===== config.mk =====
export PLATFORM = sky130hd
export DESIGN_NAME = seg7_scan_flat
export DESIGN_NICKNAME = d
export VERILOG_FILES = /design/src/rtl/seg7_scan_if.sv /design/src/rtl/seg7_scan.sv /design/src/flat_wrapper.sv
export SDC_FILE = /design/constraint.sdc
export NUM_CORES = 1
export LEC_CHECK = 0
export CAP_MARGIN = 15
export CORE_UTILIZATION = 48
export CTS_CLUSTER_DIAMETER = 80
export DETAILED_ROUTE_END_ITERATION = 6
export PLACE_DENSITY = 0.82
export RECOVER_POWER = 100
export SYNTH_ARGS = -nofsm -noshare
export SYNTH_HDL_FRONTEND = slang
export SYNTH_SLANG_ARGS = --single-unit

===== constraint.sdc =====
create_clock -name clk -period 2.3 [get_ports clk]
set_clock_uncertainty 0.2 [all_clocks]
set_input_delay 0.46 -clock clk [delete_from_list [all_inputs] [get_ports clk]]
set_output_delay 0.46 -clock clk [all_outputs]
set_load 0.02 [all_outputs]

===== src/rtl/seg7_scan_if.sv =====
// Bundle between the upstream scan counter / digit source and the seven-segment driver.
// The master side supplies digit select and frame data; the slave side drives the display pins.
interface seg7_scan_if;
  logic [1:0]  OE_DIGIT;
  logic [15:0] BCD_IN;
  logic [3:0]  DP_IN;
  logic        LZB_EN;
  logic [6:0]  SEG_OUT;
  logic        DP_OUT;
  logic [3:0]  AN_OUT;

  modport master (
    output OE_DIGIT, BCD_IN, DP_IN, LZB_EN,
    input  SEG_OUT, DP_OUT, AN_OUT
  );

  modport slave (
    input  OE_DIGIT, BCD_IN, DP_IN, LZB_EN,
    output SEG_OUT, DP_OUT, AN_OUT
  );
endinterface


===== src/rtl/seg7_scan.sv =====
// Four-digit multiplexed seven-segment driver with dead-time blanking on every digit switch,
// once-per-frame digit snapshot and optional leading-zero blanking.
module seg7_scan #(
  parameter int BLANK_CYCLES   = 64,
  parameter bit SEG_ACTIVE_LOW = 1'b1,
  parameter bit AN_ACTIVE_LOW  = 1'b1
) (
  input logic       clk,
  input logic       rst,
  seg7_scan_if.slave bus
);

  localparam logic [7:0] BLANK_LOAD = 8'(BLANK_CYCLES);
  localparam logic [6:0] SEG_OFF    = SEG_ACTIVE_LOW ? 7'b1111111 : 7'b0000000;
  localparam logic       DP_OFF     = SEG_ACTIVE_LOW;
  localparam logic [3:0] AN_OFF     = AN_ACTIVE_LOW ? 4'b1111 : 4'b0000;

  logic [1:0]  sel_q, sel_d;
  logic [7:0]  blank_cnt, blank_d;
  logic [15:0] bcd_q, bcd_d;
  logic [3:0]  dp_q, dp_d;
  logic        lzb_q, lzb_d;
  logic        change;

  logic [3:0]  digit;
  logic        dp_bit;
  logic [3:0]  supp;
  logic        show;
  logic [6:0]  seg_lit;
  logic        dp_lit;
  logic [3:0]  an_en;
  logic [6:0]  seg_nxt;
  logic        dp_nxt;
  logic [3:0]  an_nxt;

  // Glyph table in active-low form {g,f,e,d,c,b,a}; anything above 9 is a dash.
  function automatic logic [6:0] glyph_low(input logic [3:0] v);
    case (v)
      4'd0:    glyph_low = 7'b1000000;
      4'd1:    glyph_low = 7'b1111001;
      4'd2:    glyph_low = 7'b0100100;
      4'd3:    glyph_low = 7'b0110000;
      4'd4:    glyph_low = 7'b0011001;
      4'd5:    glyph_low = 7'b0010010;
      4'd6:    glyph_low = 7'b0000010;
      4'd7:    glyph_low = 7'b1111000;
      4'd8:    glyph_low = 7'b0000000;
      4'd9:    glyph_low = 7'b0010000;
      default: glyph_low = 7'b0111111;
    endcase
  endfunction

  always_ff @(posedge clk or posedge rst) begin
    if (rst) begin
      sel_q     <= 2'b00;
      blank_cnt <= 8'd0;
      bcd_q     <= 16'h0000;
      dp_q      <= 4'h0;
      lzb_q     <= 1'b0;
    end else begin
      sel_q     <= sel_d;
      blank_cnt <= blank_d;
      bcd_q     <= bcd_d;
      dp_q      <= dp_d;
      lzb_q     <= lzb_d;
    end
  end

  // A new digit select restarts the dead time; entering slot 0 begins a new frame.
  always_comb begin
    change  = (bus.OE_DIGIT != sel_q);
    sel_d   = bus.OE_DIGIT;
    blank_d = blank_cnt;
    bcd_d   = bcd_q;
    dp_d    = dp_q;
    lzb_d   = lzb_q;
    if (change) begin
      blank_d = BLANK_LOAD;
    end else if (blank_cnt != 8'd0) begin
      blank_d = blank_cnt - 8'd1;
    end
    if (change && (bus.OE_DIGIT == 2'b00)) begin
      bcd_d = bus.BCD_IN;
      dp_d  = bus.DP_IN;
      lzb_d = bus.LZB_EN;
    end
  end

  // Outputs are derived from next-state values so the output register lines up with the state.
  always_comb begin
    digit   = bcd_d[{sel_d, 2'b00} +: 4];
    dp_bit  = dp_d[sel_d];
    supp[3] = lzb_d && (bcd_d[15:12] == 4'd0) && !dp_d[3];
    supp[2] = supp[3] && (bcd_d[11:8] == 4'd0) && !dp_d[2];
    supp[1] = supp[2] && (bcd_d[7:4] == 4'd0) && !dp_d[1];
    supp[0] = 1'b0;
    show    = (blank_d == 8'd0) && !supp[sel_d];
    seg_lit = show ? ~glyph_low(digit) : 7'b0000000;
    dp_lit  = show && dp_bit;
    an_en   = show ? (4'b0001 << sel_d) : 4'b0000;
    seg_nxt = SEG_ACTIVE_LOW ? ~seg_lit : seg_lit;
    dp_nxt  = SEG_ACTIVE_LOW ? ~dp_lit : dp_lit;
    an_nxt  = AN_ACTIVE_LOW ? ~an_en : an_en;
  end

  always_ff @(posedge clk or posedge rst) begin
    if (rst) begin
      bus.SEG_OUT <= SEG_OFF;
      bus.DP_OUT  <= DP_OFF;
      bus.AN_OUT  <= AN_OFF;
    end else begin
      bus.SEG_OUT <= seg_nxt;
      bus.DP_OUT  <= dp_nxt;
      bus.AN_OUT  <= an_nxt;
    end
  end

endmodule


===== src/flat_wrapper.sv =====
// flat-port wrapper written by rule: the top's interface ports become plain ports
module seg7_scan_flat 
#(
  parameter int BLANK_CYCLES   = 64,
  parameter bit SEG_ACTIVE_LOW = 1'b1,
  parameter bit AN_ACTIVE_LOW  = 1'b1
)
  (clk, rst, bus_OE_DIGIT, bus_BCD_IN, bus_DP_IN, bus_LZB_EN, bus_SEG_OUT, bus_DP_OUT, bus_AN_OUT);
  seg7_scan_if bus_i ();
  input logic clk;
  input logic rst;
  input wire logic [$bits(bus_i.OE_DIGIT)-1:0] bus_OE_DIGIT;
  input wire logic [$bits(bus_i.BCD_IN)-1:0] bus_BCD_IN;
  input wire logic [$bits(bus_i.DP_IN)-1:0] bus_DP_IN;
  input wire logic [$bits(bus_i.LZB_EN)-1:0] bus_LZB_EN;
  output wire logic [$bits(bus_i.SEG_OUT)-1:0] bus_SEG_OUT;
  output wire logic [$bits(bus_i.DP_OUT)-1:0] bus_DP_OUT;
  output wire logic [$bits(bus_i.AN_OUT)-1:0] bus_AN_OUT;
  assign bus_i.OE_DIGIT = bus_OE_DIGIT;
  assign bus_i.BCD_IN = bus_BCD_IN;
  assign bus_i.DP_IN = bus_DP_IN;
  assign bus_i.LZB_EN = bus_LZB_EN;
  assign bus_SEG_OUT = bus_i.SEG_OUT;
  assign bus_DP_OUT = bus_i.DP_OUT;
  assign bus_AN_OUT = bus_i.AN_OUT;
  seg7_scan #(.BLANK_CYCLES(BLANK_CYCLES), .SEG_ACTIVE_LOW(SEG_ACTIVE_LOW), .AN_ACTIVE_LOW(AN_ACTIVE_LOW)) u_core (.clk(clk), .rst(rst), .bus(bus_i));
endmodule

== After elaboration in Yosys (flattened, before gate mapping) ==
Memory sizes are Yosys's and may differ from the RTL's.
Cells that the tools add are included.

* Equality and inequality tests: 1
* Shift-type cells: 2
* $add $sub $neg: 1
* Reduce and logical (&&, ||, !) cells: 19
* Bitwise logic cells: 4
* Magnitude comparators: 1
* Multiplexer cells: 11

{| class="wikitable"
|+ Operators by type and width
! operator !! number
|-
| $mux 16 || 1
|-
| $mux 8 || 2
|-
| $shiftx 16x5->4 || 1
|-
| $not 7->7 || 2
|-
| $logic_not 4->1 || 3
|-
| $logic_and 1x1->1 || 9
|-
| $logic_not 8->1 || 1
|-
| $mux 4 || 2
|-
| $reduce_bool 8->1 || 1
|-
| $sub 8x1->8 const B || 1
|-
| $mux 7 || 1
|-
| $bmux 1 s2 || 2
|-
| $logic_not 1->1 || 4
|-
| $not 4->4 || 1
|-
| $shl 1x2->4 const A || 1
|-
| $lt 2x3->1 const B || 1
|-
| $mux 1 || 3
|-
| $logic_not 2->1 || 1
|-
| $ne 2x2->1 || 1
|-
| $not 1->1 || 1
|}

* Memories kept: 1
* ROM bits: 112
* Bits in registers: 43

{| class="wikitable"
|+ Memories
! memory !! words !! bits a word !! read ports !! clocked after Yosys merged registers in !! wr ports !! line !! source
|-
| (name not given) || 16 || 7 || 1 || 0 || 0 || seg7_scan.sv:38 || <nowiki>case (v)</nowiki>
|}

== Longest topological paths before layout ==
* Word-level depth: 16
* Depth in mapped cells: 10
* Gate-level depth less buffers: 9

== Worst setup path before layout ==
OpenSTA, ideal clock, no wires.

* Kind: register to register
* Start: register u_core.sel_q[0]
* End: register u_core.bus.SEG_OUT[1]
* Setup slack: -0.177 ns
* Clock period less this slack: 2.477 ns
* Data required time: 2.004 ns
* Setup time: 0.096 ns
* Stages on the path, launching flop included: 10
* Arrival: 2.181 ns
* Cells stage by stage: dfrtp_1 nor2_2 mux2_1 mux4_2 inv_1 ha_1 inv_1 a21oi_1 o22ai_1 nand4_1

* Cells in the longest elaborated chain, start to end: 16
* Elaborated cells on any way between the ends: 28
* Those cells by class: eq/ne (1); shift (1); mux (7); bitwise (2); reduce/logical (16); memory (1)

{| class="wikitable"
|+ RTL lines
! element !! line !! source
|-
| from (decl) || seg7_scan.sv:18 || <nowiki>logic [1:0] sel_q, sel_d;</nowiki>
|-
| from (signal assigned) || seg7_scan.sv:61 || <nowiki>sel_q <= sel_d;</nowiki>
|-
| $ne 2x2->1 * || seg7_scan.sv:71 || <nowiki>change = (bus.OE_DIGIT != sel_q);</nowiki>
|-
| parallel branches: the longest is 13 deep, another holds $mem_v2 16x7 || n/a ||
|-
| $mux 7 * || seg7_scan.sv:98 || <nowiki>seg_lit = show ? ~glyph_low(digit) : 7'b0000000;</nowiki>
|-
| $not 7->7 * || seg7_scan.sv:101 || <nowiki>seg_nxt = SEG_ACTIVE_LOW ? ~seg_lit : seg_lit;</nowiki>
|-
| via u_core.seg_nxt[1] || seg7_scan.sv:32 || <nowiki>logic [6:0] seg_nxt;</nowiki>
|-
| to (signal assigned) || seg7_scan.sv:112 || <nowiki>bus.SEG_OUT <= seg_nxt;</nowiki>
|-
| to (decl) || seg7_scan_if.sv:19 || <nowiki>output SEG_OUT, DP_OUT, AN_OUT</nowiki>
|}

Mark *: on every way through the listed nets, which the timed path passes. The select of a mux whose other input is x is not followed.

== Worst setup path in the final report ==
* Start: register u_core.blank_cnt[0]
* End: register u_core.bus.AN_OUT[1]

* Cells in the longest elaborated chain, start to end: 7
* Elaborated cells on any way between the ends: 8
* Those cells by class: add/sub (1); mux (3); bitwise (1); reduce/logical (3)

{| class="wikitable"
|+ RTL lines
! element !! line !! source
|-
| from (decl) || seg7_scan.sv:19 || <nowiki>logic [7:0] blank_cnt, blank_d;</nowiki>
|-
| from (signal assigned) || seg7_scan.sv:62 || <nowiki>blank_cnt <= blank_d;</nowiki>
|-
| $sub 8x1->8 / $reduce_bool 8->1 (equally long branches) || seg7_scan.sv:80, seg7_scan.sv:79 ||
|-
| $mux 8 * || seg7_scan.sv:79 || <nowiki>end else if (blank_cnt != 8'd0) begin</nowiki>
|-
| $mux 8 * || seg7_scan.sv:77 || <nowiki>if (change) begin</nowiki>
|-
| $logic_not 8->1 * || seg7_scan.sv:97 || <nowiki>show = (blank_d == 8'd0) && !supp[sel_d];</nowiki>
|-
| $logic_and 1x1->1 * || seg7_scan.sv:97 ||
|-
| $mux 4 * || seg7_scan.sv:100 || <nowiki>an_en = show ? (4'b0001 << sel_d) : 4'b0000;</nowiki>
|-
| $not 4->4 * || seg7_scan.sv:103 || <nowiki>an_nxt = AN_ACTIVE_LOW ? ~an_en : an_en;</nowiki>
|-
| via u_core.an_nxt[1] || seg7_scan.sv:34 || <nowiki>logic [3:0] an_nxt;</nowiki>
|-
| to (signal assigned) || seg7_scan.sv:114 || <nowiki>bus.AN_OUT <= an_nxt;</nowiki>
|-
| to (decl) || seg7_scan_if.sv:19 ||
|}

Mark *: on every way through the listed nets, which the timed path passes. The rest lies on a longest branch.

==> reports/summary.txt <==
CP endpoint kind = flip-flop
DRT Pass-1 Iters = 4
final setup violation count = 12
leakage power = 1.393 nW
fraction of layout cells with a size suffix above 1 = 39.19%
vias in the first global route = 2,155
area of the multi-input gates = 0.001385 mm²
Reg area = 0.001092 mm²
WL/cell = 17.54 µm
clock tree buffer depth = 2
CP Launch Type = flip-flop
Detail Route Antenna Nets = 0
Final Critical Period = 2.394 ns
GRT Overall Usage = 25.64%
Slew headroom = 31.09%
initial antenna violation count = 0
Crit path arrival time = 2.44 ns
# clock sinks = 43
Die X-Extent = 72.40 µm
area added between synthesis and finish = 42.24%
pwr/cell area = 715.1 mW/mm²
sequential share of the synthesized area = 45.87%
# fillers = 350
Data required, critical path = 2.34 ns
Worst-Skew Late Latency = 0.31 ns
die height = 72.40 µm
total core area = 0.004755 mm²
Post-synth top flop = dfrtp_1
syn nets = 245
Final Cell Area = 0.003383 mm²
worst min-delay path class = flip-flop to flip-flop
Initial Util = 50.03%
IO Count = 37
FF-to-FF path depth = 8
Peak VDD IR = 0.0004953 V
status = finished, violations left
I/O Buffers = 36
Final Cycle Share = 104.1%
Syn. warnings = 0
DP Area = 0.003120 mm²
Slew Viols, Final = 0
Vias/cell = 5.824
RD Place Congestion = 0.8771
clk root buf = clkbuf_8
via count = 2,114
most common cell in the netlist = dfrtp_1
htree depth = 2
top cells by area, synth = dfrtp_1 33%, dfstp_2 13%, mux2_1 4.7%, mux2_2 4.3%, ha_1 3.7%
num rows = 25
Synth top area share = 32.61%
cell taking the most area after synthesis = dfrtp_1
CTS tree = done
RSZ-0062 raised after global routing = true
pre-CTS WS = -0.6425 ns
Synth Instances = 213
Mapped Area = 0.002379 mm²
# DRC = 0
failing checks = negative setup slack
number of synthesized register bits = 43
fin util = 71.16%
Cell variety after synth = 59
clk slew on worst S/H paths = 0.08 ns
CTS Buf Count = 5
Post-synth EDFFs = 0
first-pass GRT wire length = 10,050 µm
Hold Path Stages = 1
Nets = 327
CP max FO = 6
DIE AREA = 0.005241 mm²
routed wire length = 6367 µm
FMAX = 0.4178 GHz
Avg Cell Area, Syn = 11.17 µm²
Synth top cells by count = 31 x dfrtp_1, 12 x dfstp_2, 12 x nor2_1, 11 x nand2_1, 10 x mux2_1
Post-synth ARST share = 100.0%
Max Cap Viol = 0
GRT overflow = 0
DP HPWL = 4072 µm
critical path class = flip-flop to flip-flop
Iter 0 DRT Violations = 171
largest net degree at the start of global routing = 44
diodes inserted = 0
Final Hold Viols = 0
post-route worst setup slack = -0.09368 ns
Slew @ Worst Pin = 1.034 ns
## worst max-delay path, stage by stage (launching register included)
cell      delay, ns
dfrtp_1        0.40
inv_2          0.09
ha_4           0.13
or3b_4         0.41
buf_6          0.14
or2_4          0.24
a311oi_4       0.46
a211oi_4       0.12
nand4_1        0.14
## metrics by stage
stage	hold WS, ns	std cells	total power [mW]	setup TNS [ns]
2_1_floorplan	0.2535	213	1.437	-0.1332
3_3_place_gp	0.2691	350	1.731	-6.320
3_5_place_dp	0.2715	350	1.770	-7.755
4_1_cts	0.2894	362	2.346	-0.3079
5_1_grt	0.3158	363	2.527	-1.422
6_report	0.2863	363	2.419	-0.8925
## layout by cell type (no fill, tap or decap), types with 5 or more instances in the layout
cell / Yosys / routed
buf_4: 1 / 43
clkdlybuf4s50_1: 0 / 33
dfrtp_1: 31 / 30
nor2_1: 12 / 12
dfstp_2: 12 / 12
nand2_1: 11 / 10
mux2_1: 10 / 9
mux2_2: 9 / 9
nand3_1: 6 / 6
o21ai_0: 7 / 6
nand4_1: 6 / 6
xnor2_1: 5 / 5
a211oi_1: 6 / 5
o2111ai_1: 6 / 5
clkbuf_8: 0 / 5
## logic make-up (layout without fill, tap and decap cells)
logic type                 after synthesis  count (layout)  share of synthesized area, %
adders and majority gates                7               7                         3.682
AOI/OAI and AO/OA                       44              45                         14.31
buffers and inverters                   18              99                         3.735
DFF                                     43              43                         45.87
and+or+nand+nor                         71              71                         17.57
muxes                                   23              24                         12.26
xor gates and xnor gates                 7               7                         2.578
## sequential cells by signal, indices dropped and copies added (netlist names)
name / flops
u_core.sel_q: 2
u_core.bcd_q: 16
u_core.bus.SEG_OUT: 7
u_core.dp_q: 4
u_core.bus.DP_OUT: 1
u_core.lzb_q: 1
u_core.bus.AN_OUT: 4
u_core.blank_cnt: 8
## timing repair
action                                  4_1_cts  5_1_grt
endpoints found under the setup margin       12       12
pin swaps                                    16       10
resized for setup                            21       11
buffers inserted                              2        1
gates cloned                                  2        0
hold buffers                                  0        0
endpoints found under the hold margin         0        0
## final cells by class
type                       count  area share [%]
clock buffer                   7           2.256
multi-input combinational    154           40.94
clock inverter                 1          0.1479
timing repair buffer          82           20.75
tap                           67           2.478
inverter                       9           1.146
sequential                    43           32.29
## metal layers
metal	vias up	global-route usage [%]	routed length, µm
li1	962	-	-
met1	1051	31.34	2572
met2	82	43.82	3291
met3	19	5.417	322
met4	0	11.11	180
met5	-	0	0
## worst paths after layout
path	from	endpoint	slack, ns
max	u_core.blank_cnt[0]	u_core.bus.AN_OUT[1]	-0.09
min	u_core.bcd_q[0]	u_core.bcd_q[0]	0.29
max reg2reg	u_core.blank_cnt[0]	u_core.bus.AN_OUT[1]	-0.09
min reg2reg	u_core.bcd_q[0]	u_core.bcd_q[0]	0.29
max in group asynchronous	rst	u_core.sel_q[1]	0.49
min in group asynchronous	rst	u_core.blank_cnt[0]	0.71
## where the power goes
part	total, mW	internal, mW	leakage, nW	switching [mW]
clock	0.480	0.214	0.0422	0.267
combinational	0.989	0.484	0.848	0.505
sequential	0.950	0.875	0.503	0.0751
(Power assumes the default switching activity.)
